$ cat config.mk
export PLATFORM = sky130hd
export DESIGN_NAME = microsequencer
export DESIGN_NICKNAME = d
export VERILOG_FILES = /design/src/rtl/microsequencer.sv
export SDC_FILE = /design/constraint.sdc
export NUM_CORES = 1
export LEC_CHECK = 0
export CAP_MARGIN = 20
export CELL_PAD_IN_SITES_DETAIL_PLACEMENT = 1
export CELL_PAD_IN_SITES_GLOBAL_PLACEMENT = 1
export CORE_UTILIZATION = 29
export DETAILED_ROUTE_END_ITERATION = 8
export HOLD_SLACK_MARGIN = 0.06
export PLACE_DENSITY_LB_ADDON = 0.1
export SYNTH_ARGS = -nofsm -noshare
export SYNTH_HDL_FRONTEND = slang
export SYNTH_SLANG_ARGS = --single-unit
export TNS_END_PERCENT = 5
$ cat constraint.sdc
create_clock -name clk -period 2 [get_ports clk]
set_clock_uncertainty 0.1 [all_clocks]
set_input_delay 0.3 -clock clk [delete_from_list [all_inputs] [get_ports clk]]
set_output_delay 0.3 -clock clk [all_outputs]
set_load 0.02 [all_outputs]
$ cat src/rtl/microsequencer.sv
// ---------------------------------------------------------------------------
// microsequencer
//
// Next-state address sequencer for the microprogrammed control unit. Holds
// the current microstate register, which addresses the microstore. Each
// cycle the sequencing fields of the returned control word, together with
// datapath status and the instruction decoder's entry state, select the next
// microstate: decode dispatch, fetch restart, absolute jump, increment,
// conditional branch or memory wait.
//
// Optional feature (compile-time macro MICROSEQ_TIMEOUT_EN):
//   When defined, a memory wait (ns_sel = 101) that holds for TIMEOUT_CYCLES
//   consecutive edges is abandoned. The sequencer recovers to INIT_STATE and
//   raises the sticky timeout flag. When undefined, a memory wait may hold
//   forever and timeout is tied to 0.
//
// Parameters:
//   STATE_W        microstate address width
//   INIT_STATE     reset / recovery microstate
//   FETCH_STATE    first microstate of the fetch sequence
//   TIMEOUT_CYCLES holding edges before forced recovery (macro build only)
//
// Ports:
//   clk            system clock, rising edge
//   reset          asynchronous, active-high reset
//   ns_sel[2:0]    next-state mode field of the control word
//   inv            inverts the selected branch test
//   cond_sel[1:0]  branch test select: 00 moc, 01 cond, 10 one, 11 zero
//   cr_addr        absolute target field of the control word
//   decoded_state  entry microstate from the instruction decoder
//   moc            memory operation complete
//   cond           condition-tester result
//   state          registered current microstate (to microstore)
//   illegal        sticky flag: a reserved ns_sel value was executed
//   timeout        sticky flag: a memory wait timed out
// ---------------------------------------------------------------------------
module microsequencer #(
  parameter int STATE_W        = 10,
  parameter int INIT_STATE     = 0,
  parameter int FETCH_STATE    = 1,
  parameter int TIMEOUT_CYCLES = 255
) (
  input  logic               clk,
  input  logic               reset,
  input  logic [2:0]         ns_sel,
  input  logic               inv,
  input  logic [1:0]         cond_sel,
  input  logic [STATE_W-1:0] cr_addr,
  input  logic [STATE_W-1:0] decoded_state,
  input  logic               moc,
  input  logic               cond,
  output logic [STATE_W-1:0] state,
  output logic               illegal,
  output logic               timeout
);

  // Sequencing modes carried by the ns_sel field of the control word.
  typedef enum logic [2:0] {
    MODE_DECODE       = 3'b000,
    MODE_FETCH        = 3'b001,
    MODE_JUMP         = 3'b010,
    MODE_INCREMENT    = 3'b011,
    MODE_BRANCH_INC   = 3'b100,
    MODE_MEM_WAIT     = 3'b101,
    MODE_BRANCH_FETCH = 3'b110,
    MODE_RESERVED     = 3'b111
  } ns_mode_e;

  localparam logic [STATE_W-1:0] INIT_ADDR  = STATE_W'(INIT_STATE);
  localparam logic [STATE_W-1:0] FETCH_ADDR = STATE_W'(FETCH_STATE);

  ns_mode_e           mode;
  logic [STATE_W-1:0] state_q;
  logic [STATE_W-1:0] state_d;
  logic [STATE_W-1:0] seq_d;
  logic [STATE_W-1:0] state_inc;
  logic               illegal_q;
  logic               illegal_d;
  logic               test_raw;
  logic               branch_t;

  assign mode      = ns_mode_e'(ns_sel);
  assign state_inc = state_q + STATE_W'(1);

  // Branch test: pick one of the status sources or a constant, then apply
  // the optional inversion. Constant 0 with inv set gives an always-taken
  // test, so both polarities of every source are reachable.
  always_comb begin
    test_raw = 1'b0;
    case (cond_sel)
      2'b00:   test_raw = moc;
      2'b01:   test_raw = cond;
      2'b10:   test_raw = 1'b1;
      default: test_raw = 1'b0;
    endcase
    branch_t = test_raw ^ inv;
  end

  // Normal sequencing decision, before any wait-timeout override. A memory
  // wait without moc simply re-selects the current state; the increment
  // wraps naturally at the register width.
  always_comb begin
    seq_d     = state_q;
    illegal_d = illegal_q;
    case (mode)
      MODE_DECODE:       seq_d = decoded_state;
      MODE_FETCH:        seq_d = FETCH_ADDR;
      MODE_JUMP:         seq_d = cr_addr;
      MODE_INCREMENT:    seq_d = state_inc;
      MODE_BRANCH_INC:   seq_d = branch_t ? cr_addr : state_inc;
      MODE_MEM_WAIT:     seq_d = moc ? state_inc : state_q;
      MODE_BRANCH_FETCH: seq_d = branch_t ? cr_addr : FETCH_ADDR;
      MODE_RESERVED: begin
        seq_d     = INIT_ADDR;
        illegal_d = 1'b1;
      end
      default:           seq_d = state_q;
    endcase
  end

`ifdef MICROSEQ_TIMEOUT_EN
  // The counter only needs to reach TIMEOUT_CYCLES-1: the edge that would
  // take it to TIMEOUT_CYCLES is the one that fires the recovery instead.
  localparam int CNT_W = (TIMEOUT_CYCLES > 1) ? $clog2(TIMEOUT_CYCLES) : 1;
  localparam logic [CNT_W-1:0] CNT_LAST = CNT_W'(TIMEOUT_CYCLES - 1);

  logic [CNT_W-1:0] wait_cnt_q;
  logic [CNT_W-1:0] wait_cnt_d;
  logic             timeout_q;
  logic             timeout_d;
  logic             holding;
  logic             expired;

  // A holding edge is a memory wait with moc low; an arriving moc takes the
  // advance path and therefore always beats the timeout. Any edge that is
  // not a holding edge restarts the count from zero.
  always_comb begin
    holding   = (mode == MODE_MEM_WAIT) && !moc;
    expired   = holding && (wait_cnt_q == CNT_LAST);
    state_d   = expired ? INIT_ADDR : seq_d;
    timeout_d = timeout_q | expired;
    if (!holding || expired) begin
      wait_cnt_d = '0;
    end else begin
      wait_cnt_d = wait_cnt_q + CNT_W'(1);
    end
  end

  // Wait counter and sticky timeout flag; both cleared only by reset.
  always_ff @(posedge clk or posedge reset) begin
    if (reset) begin
      wait_cnt_q <= '0;
      timeout_q  <= 1'b0;
    end else begin
      wait_cnt_q <= wait_cnt_d;
      timeout_q  <= timeout_d;
    end
  end

  assign timeout = timeout_q;
`else
  assign state_d = seq_d;
  assign timeout = 1'b0;
`endif

  // Microstate register and sticky illegal flag. Reset acts immediately,
  // independent of the clock, so a wedged microprogram can always be
  // recovered.
  always_ff @(posedge clk or posedge reset) begin
    if (reset) begin
      state_q   <= INIT_ADDR;
      illegal_q <= 1'b0;
    end else begin
      state_q   <= state_d;
      illegal_q <= illegal_d;
    end
  end

  assign state   = state_q;
  assign illegal = illegal_q;

endmodule

# Word-level counts from Yosys, hierarchy flattened
# Index checks and enable logic that the tools add are counted.
# word_totals
register_bits	11
latch_bits	0
ram_bits	0
rom_bits	0
output_inout_bits	12
n_memories	0
# classes
add_sub_neg	1
mul	0
n_div	0
n_lt_le_gt_ge	0
n_eq_ne	10
shifts	0
n_mux	5
bitwise_logic	1
reduce_logical	2
# ops
operator	n
case mux 10 bit (8 select lines)	1
2-to-1 mux 10 bit	3
equality test 3 bit (second input constant)	4
adder 10 x 1 -> 10 bit (second input constant)	1
equality test 3 x 2 -> 1 bit (second input constant)	2
equality test 3 x 1 -> 1 bit (second input constant)	1
zero test 3 bit	1
case mux 1 bit (3 select lines)	1
equality test 2 x 1 -> 1 bit (second input constant)	1
equality test 2 bit (second input constant)	1
zero test 2 bit	1
inequality test 2 bit (second input constant)	1
bitwise XOR 1 bit	1

# Longest topological paths before layout
# Gate-level depths: netlist of run 1.
# logic_depth
ltp_word	5
depth_mapped	6
ltp_nobuf	5

# Worst setup path before layout of run 1
# Ideal clock, no wire load.
# synth_path
kind	input-to-reg
startpoint	input port ns_sel[1]
endpoint	register state_q[9] (netlist: state[9])
setup_ns	0.087
arrival_time_ns	1.563
setup_slack_ns	0.250
stages	6
n_path_buf	1
cell_sequence	buf_6 -> nand3b_1 -> a211o_1 -> o211a_1 -> or4_1 -> o211ai_1
# synth_between
elab_chain_cells	2
word_cells_on_any_way	10
cone_classes	eq/ne (8); mux (1); reduce/logical (1)
# synth_rtl
element	line	source
from (decl)	45	input logic [2:0] ns_sel,
equality test 3 bit (tied with other cells)	105	case (mode)
case mux 10 bit (8 select lines) or inequality test 2 bit (tied branches)	--	
to (signal assigned)	174	state_q <= state_d;
to (decl)	73	logic [STATE_W-1:0] state_q;
# Parallel ways exist; a longest one is shown, timed or not.
# A chain may end at the register's enable or synchronous reset.

# Worst setup path in the final report of run 1
# Same ends and word-level chain as after synthesis.

==> reports/metrics.cfg, run 1 <==
[route]
drt-met1-wl_um = 1571
met3_length_um = 138
first_iter_violations = 31
top_layer = met4
drcViolationCount = 0
routedWlPerCell_um = 15.99
totalWireLength_um = 3486
wl_met2_um = 1746
vias_per_cell = 5.248
detail-route-antenna-nets = 0
first_pass_iters = 4
vias = 1144

[place]
port_buffers = 40
dp_worst_setup_slack_ns = -0.2837
place.gp.congestion = 0.8050
dp.final_hpwl_um = 2634
place_inst = 213

[setup_path]
cp_max_fo = 5
cp.required_ns = 2.10
worstSetupPathType = input port to flop
startpoint_type = input port
cp.arrival_ns = 2.08
end_kind = flop

[pwr]
p_int_mw = 0.5271
combPwrFrac_pct = 44.8
switchingPower_mw = 0.2951
p_per_area_nw_per_um2 = 521.9
peakVddDrop_mv = 0.2510
p_sw_share_pct = 35.89
pwr-share-seq_pct = 36.1
leakage_nw = 0.6369
clkPwrFrac_pct = 19.1

[timing]
setup_viol = 0
max_freq_mhz = 504.8
rsz0062_at_grt = no
post-route-period-util_pct = 99.05
fin_crit_ns = 1.981
setup_slack_ns = 0.01894
maxSlewViolCount = 0
hold_violations = 0

[hold_path]
min-delay-path-class = input port to async pin

[grt]
track_usage_pct = 20.92
antenna_found_initial = 0
grt_overflow_total = 0
grt_pass1_wl_um = 5492
grt_pass1_vias = 1182
grt_max_degree = 18

[die]
core-area_um2 = 3078
die_w_um = 59.26
rows = 20
die_height_um = 59.26
die_area_um2 = 3512
initial_core_util_pct = 30.89
io_pins = 42

[yosys]
yosysSeqAreaShare_pct = 28.95
synth-main-ff-cell = dfrtp_1
synth.top_cell.area_share_pct = 28.95
synth_warnings = 0
syn_nets = 147
ys_ff_latch = 11
synthTopCellsByArea = dfrtp_1 29%, a21oi_1 5.8%, nor2_1 3.6%, o21ai_0 3.2%, nand2_1 3.2%
ys_types = 45
synthCells = 116
postSynthAreaPerCell_um2 = 8.198
synth_top_area_cell = dfrtp_1
async_reset_ff_share_pct = 100.0
synth_edf_count = 0
synth_area_um2 = 950.9

[layout]
drive_above_1_share_pct = 19.54
syn2layout_area_growth_pct = 65.66
instances_no_fill = 218
final_cell_mix = 38 x clkdlybuf4s50_1, 20 x buf_4, 11 x a21oi_1, 11 x dfrtp_1
mostFrequentLayoutCell = clkdlybuf4s50_1
antenna_cells = 0
fin_nets = 206

[cts]
cts-root-buf = clkbuf_4
clk_pin_slew_ns = 0.07
htreeDepth = 1
cts_made_buffers = 3
cts_tree = built
cts-hold-fix-buffers = 0
cts_sinks = 11
cts_buffer_depth = 2
clkLatencyLatePin_ns = 0.27

[status]
outcome = completed

[run]
drv_cap = 0

## power by group through the flow
stage	logic, mW	clock network (mW)	registers [mW]
CTS	0.364	0.160	0.295
global placement	0.346	0	0.297
detailed placement	0.357	0	0.300
finish	0.368	0.157	0.297
global route	0.398	0.170	0.302
floorplan	0.134	0	0.326
## stage by stage
step / utilization, % / TNS [ns] / total power [mW] / instance area, um2 / hold slack, ns
3_3_place_gp: 49.19 / -1.213 / 0.6435 / 1514 / 0.3593
4_1_cts: 50.57 / 0 / 0.8194 / 1556 / 0.2350
2_1_floorplan: - / 0 / 0.4599 / 950.9 / 0.05244
5_1_grt: 51.18 / 0 / 0.8694 / 1575 / 0.2583
6_report: 51.18 / 0 / 0.8222 / 1575 / 0.2202
3_5_place_dp: 49.19 / -1.527 / 0.6565 / 1514 / 0.3617
## registers in the layout, summed over array words and instances (netlist names)
register	cells
state	10
illegal	1
## path summary, 6_finish.rpt
check | startpoint | end | slack [ns] | depth (start not counted)
setup / recovery | ns_sel[1] | state[9] | 0.02 | 5
hold / removal | reset | state[5] | 0.22 | 2
setup reg to reg | state[2] | state[5] | 0.38 | 4
hold reg to reg | illegal | illegal | 0.38 | 1
max in group asynchronous | reset | illegal | 1.27 | 2
min in group clk | illegal | illegal | 0.38 | 1
## critical path: stages
cell and delay [ns]:
clkdlybuf4s50_1 0.45, or3b_4 0.43, o211a_4 0.28, or4_1 0.51, o211ai_1 0.10
## final cells by class
class	count	area (um2)
well taps	44	55.05
inverters	5	18.77
flip-flops and latches	11	275.3
fillers	398	1503
multi-input cells	94	648.1
repair buffers	60	551.8
clock buffers	4	26.28
## cell usage after synthesis (3+ instances only)
master / n
nor2_1: 9
nand3_1: 3
a21oi_1: 11
or4_1: 3
dfrtp_1: 11
o21ai_0: 6
inv_1: 5
clkbuf_1: 3
nand4_1: 3
o22a_1: 3
o211ai_1: 3
nand2_1: 8
## kinds of logic (layout without fill, tap and decap cells)
group           Yosys count  count (layout)  share of synthesized area [%]
xor+xnor                  4               4                          3.685
fa+ha+maj                 1               1                          1.316
buf+inv                  11              69                          5.658
mux                       4               4                          4.474
other cells               1               1                         0.3944
compound gates           41              41                          30.26
flops                    11              11                          28.95
simple gates             43              43                          25.26
## timing repair
| item | in CTS | in global routing |
|---|---|---|
| pin swaps | 1 | 0 |
| setup endpoints to repair | 1 | 4 |
| gates resized for setup | 3 | 4 |
| buffers inserted | 1 | 0 |
| cloned | 0 | 0 |
## layer usage
| metal | vias to the layer above | global-route usage (%) |
|---|---|---|
| li1 | 555 | - |
| met4 | 0 | 4.762 |
| met2 | 29 | 36.44 |
| met5 | - | 0 |
| met3 | 2 | 3.930 |
| met1 | 558 | 26.55 |
Note: power is estimated with default switching activity, not from simulation.
==> run 2: changes to the inputs <==
Settings changed: RECOVER_POWER set to 25.
==> run 2 against run 1 <==
Combinational power barely moved; sequential share of layout area unchanged; global-route usage unchanged; first-iteration DRC count is the same; sequential power is essentially flat; register-to-register slack about the same; fmax unchanged; clock-buffer cell count stayed put; die area is the same; power is essentially flat; flip-flop and latch count unchanged.
==> reports/metrics.cfg, run 2 (synthesis gave the netlist of run 1 again) <==
[pwr]
power_mw = 0.8218
leakage_nw = 0.6372
p_per_area_nw_per_um2 = 521.7
peakVddDrop_mv = 0.2510

[grt]
grt_pass1_wl_um = 5492
grt_overflow_total = 0
grt_max_degree = 18
antenna_found_initial = 0
grt_pass1_vias = 1182
track_usage_pct = 20.92

[setup_path]
cp.arrival_ns = 2.08
worstPathCellList = clkdlybuf4s50_1, or3b_4, o211a_4, or4_1, o211ai_1
crit_slowest_cell = or4_1
max_stage_delay_ns = 0.51
end_kind = flop
r2r_slack_ns = 0.38
startpoint_type = input port
cp_max_fo = 5
cp.required_ns = 2.10
worstSetupPathType = input port to flop

[timing]
max_freq_mhz = 504.8
setup_slack_ns = 0.01894
fin_crit_ns = 1.981
rsz0062_at_grt = no
setup_viol = 0
maxSlewViolCount = 0
post-route-period-util_pct = 99.05
hold_violations = 0
tns_ns = 0

[layout]
instances_no_fill = 218
final_cell_mix = 37 x clkdlybuf4s50_1, 20 x buf_4, 11 x a21oi_1, 11 x dfrtp_1
mostFrequentLayoutCell = clkdlybuf4s50_1
syn2layout_area_growth_pct = 65.66
drive_above_1_share_pct = 19.54
fillers = 398
antenna_cells = 0
regArea_um2 = 275.3
largest_reg_flops = 10
fin_nets = 206
multi_input_area_um2 = 648.1
stdcell_area_um2 = 1575

[die]
initial_core_util_pct = 30.89
io_pins = 42
die_height_um = 59.26
core-area_um2 = 3078
die_area_um2 = 3512
rows = 20
die_w_um = 59.26

[route]
drcViolationCount = 0
first_iter_violations = 31
first_pass_iters = 4
detail-route-antenna-nets = 0
routedWlPerCell_um = 15.99
vias = 1144
totalWireLength_um = 3486
vias_per_cell = 5.248

[cts]
cts_buffer_depth = 2
cts_made_buffers = 3
cts-root-buf = clkbuf_4
clk_pin_slew_ns = 0.07
htreeDepth = 1
cts_tree = built
clkLatencyLatePin_ns = 0.27
cts-hold-fix-buffers = 0
cts_sinks = 11

[place]
dp.final_hpwl_um = 2634
place.gp.congestion = 0.8050
dp_worst_setup_slack_ns = -0.2837
placed_area_um2 = 1514
place_inst = 213
port_buffers = 40

[status]
outcome = completed

[run]
drv_cap = 0

[hold_path]
min-delay-path-class = input port to async pin

-- run 2: changes by cell type in the layout (fill, tap and decap cells not counted) --
cell and change:
dlygate4sd3_1 +1, clkdlybuf4s50_1 -1
-- run 2: worst max-delay path, delay by kind of cell --
kind,cells,cell delay (ns)
and+or+nand+nor,2,0.94
buffers and inverters,1,0.45
AOI/OAI and AO/OA,2,0.38
-- run 2: path summary, 6_finish.rpt --
check	from	end	cells past startpoint
setup reg to reg	state[2]	state[5]	4
min in group clk	illegal	illegal	1
setup / recovery	ns_sel[1]	state[9]	5
max in group asynchronous	reset	illegal	2
hold / removal	reset	state[5]	2
hold reg to reg	illegal	illegal	1
-- run 2: timing repair --
action                                 in CTS  in global routing
setup endpoints to repair                   1                  4
gates resized for setup                     3                  4
pin swaps                                   1                  0
buffers inserted                            1                  0
endpoints found under the hold margin       0                  0
-- run 2: through the flow --
step / utilization, % / hold WS (ns)
6_report: 51.18 / 0.3575
5_1_grt: 51.18 / 0.3948
4_1_cts: 50.57 / 0.2350
3_5_place_dp: 49.19 / 0.3617
3_3_place_gp: 49.19 / 0.3593
2_1_floorplan: - / 0.05244
-- run 2: report_power, final --
group | switching, mW | internal [mW]
clock | 0.0800 | 0.0774
sequential | 0.0445 | 0.252
combinational | 0.171 | 0.197
total | 0.295 | 0.527
-- run 2: layer usage --
metal  global-route usage (%)  routed length, um
met5                        0                  0
met4                    4.762                 29
met3                    3.930                138
met2                    36.44               1746
met1                    26.55               1571
-- run 2: final cells by class --
type                       count  share of cell area [%]
multi-input combinational     94                   41.14
timing repair buffer          60                   35.03
sequential                    11                   17.47
tap                           44                   3.495
clock buffer                   4                   1.668
inverter                       5                   1.191
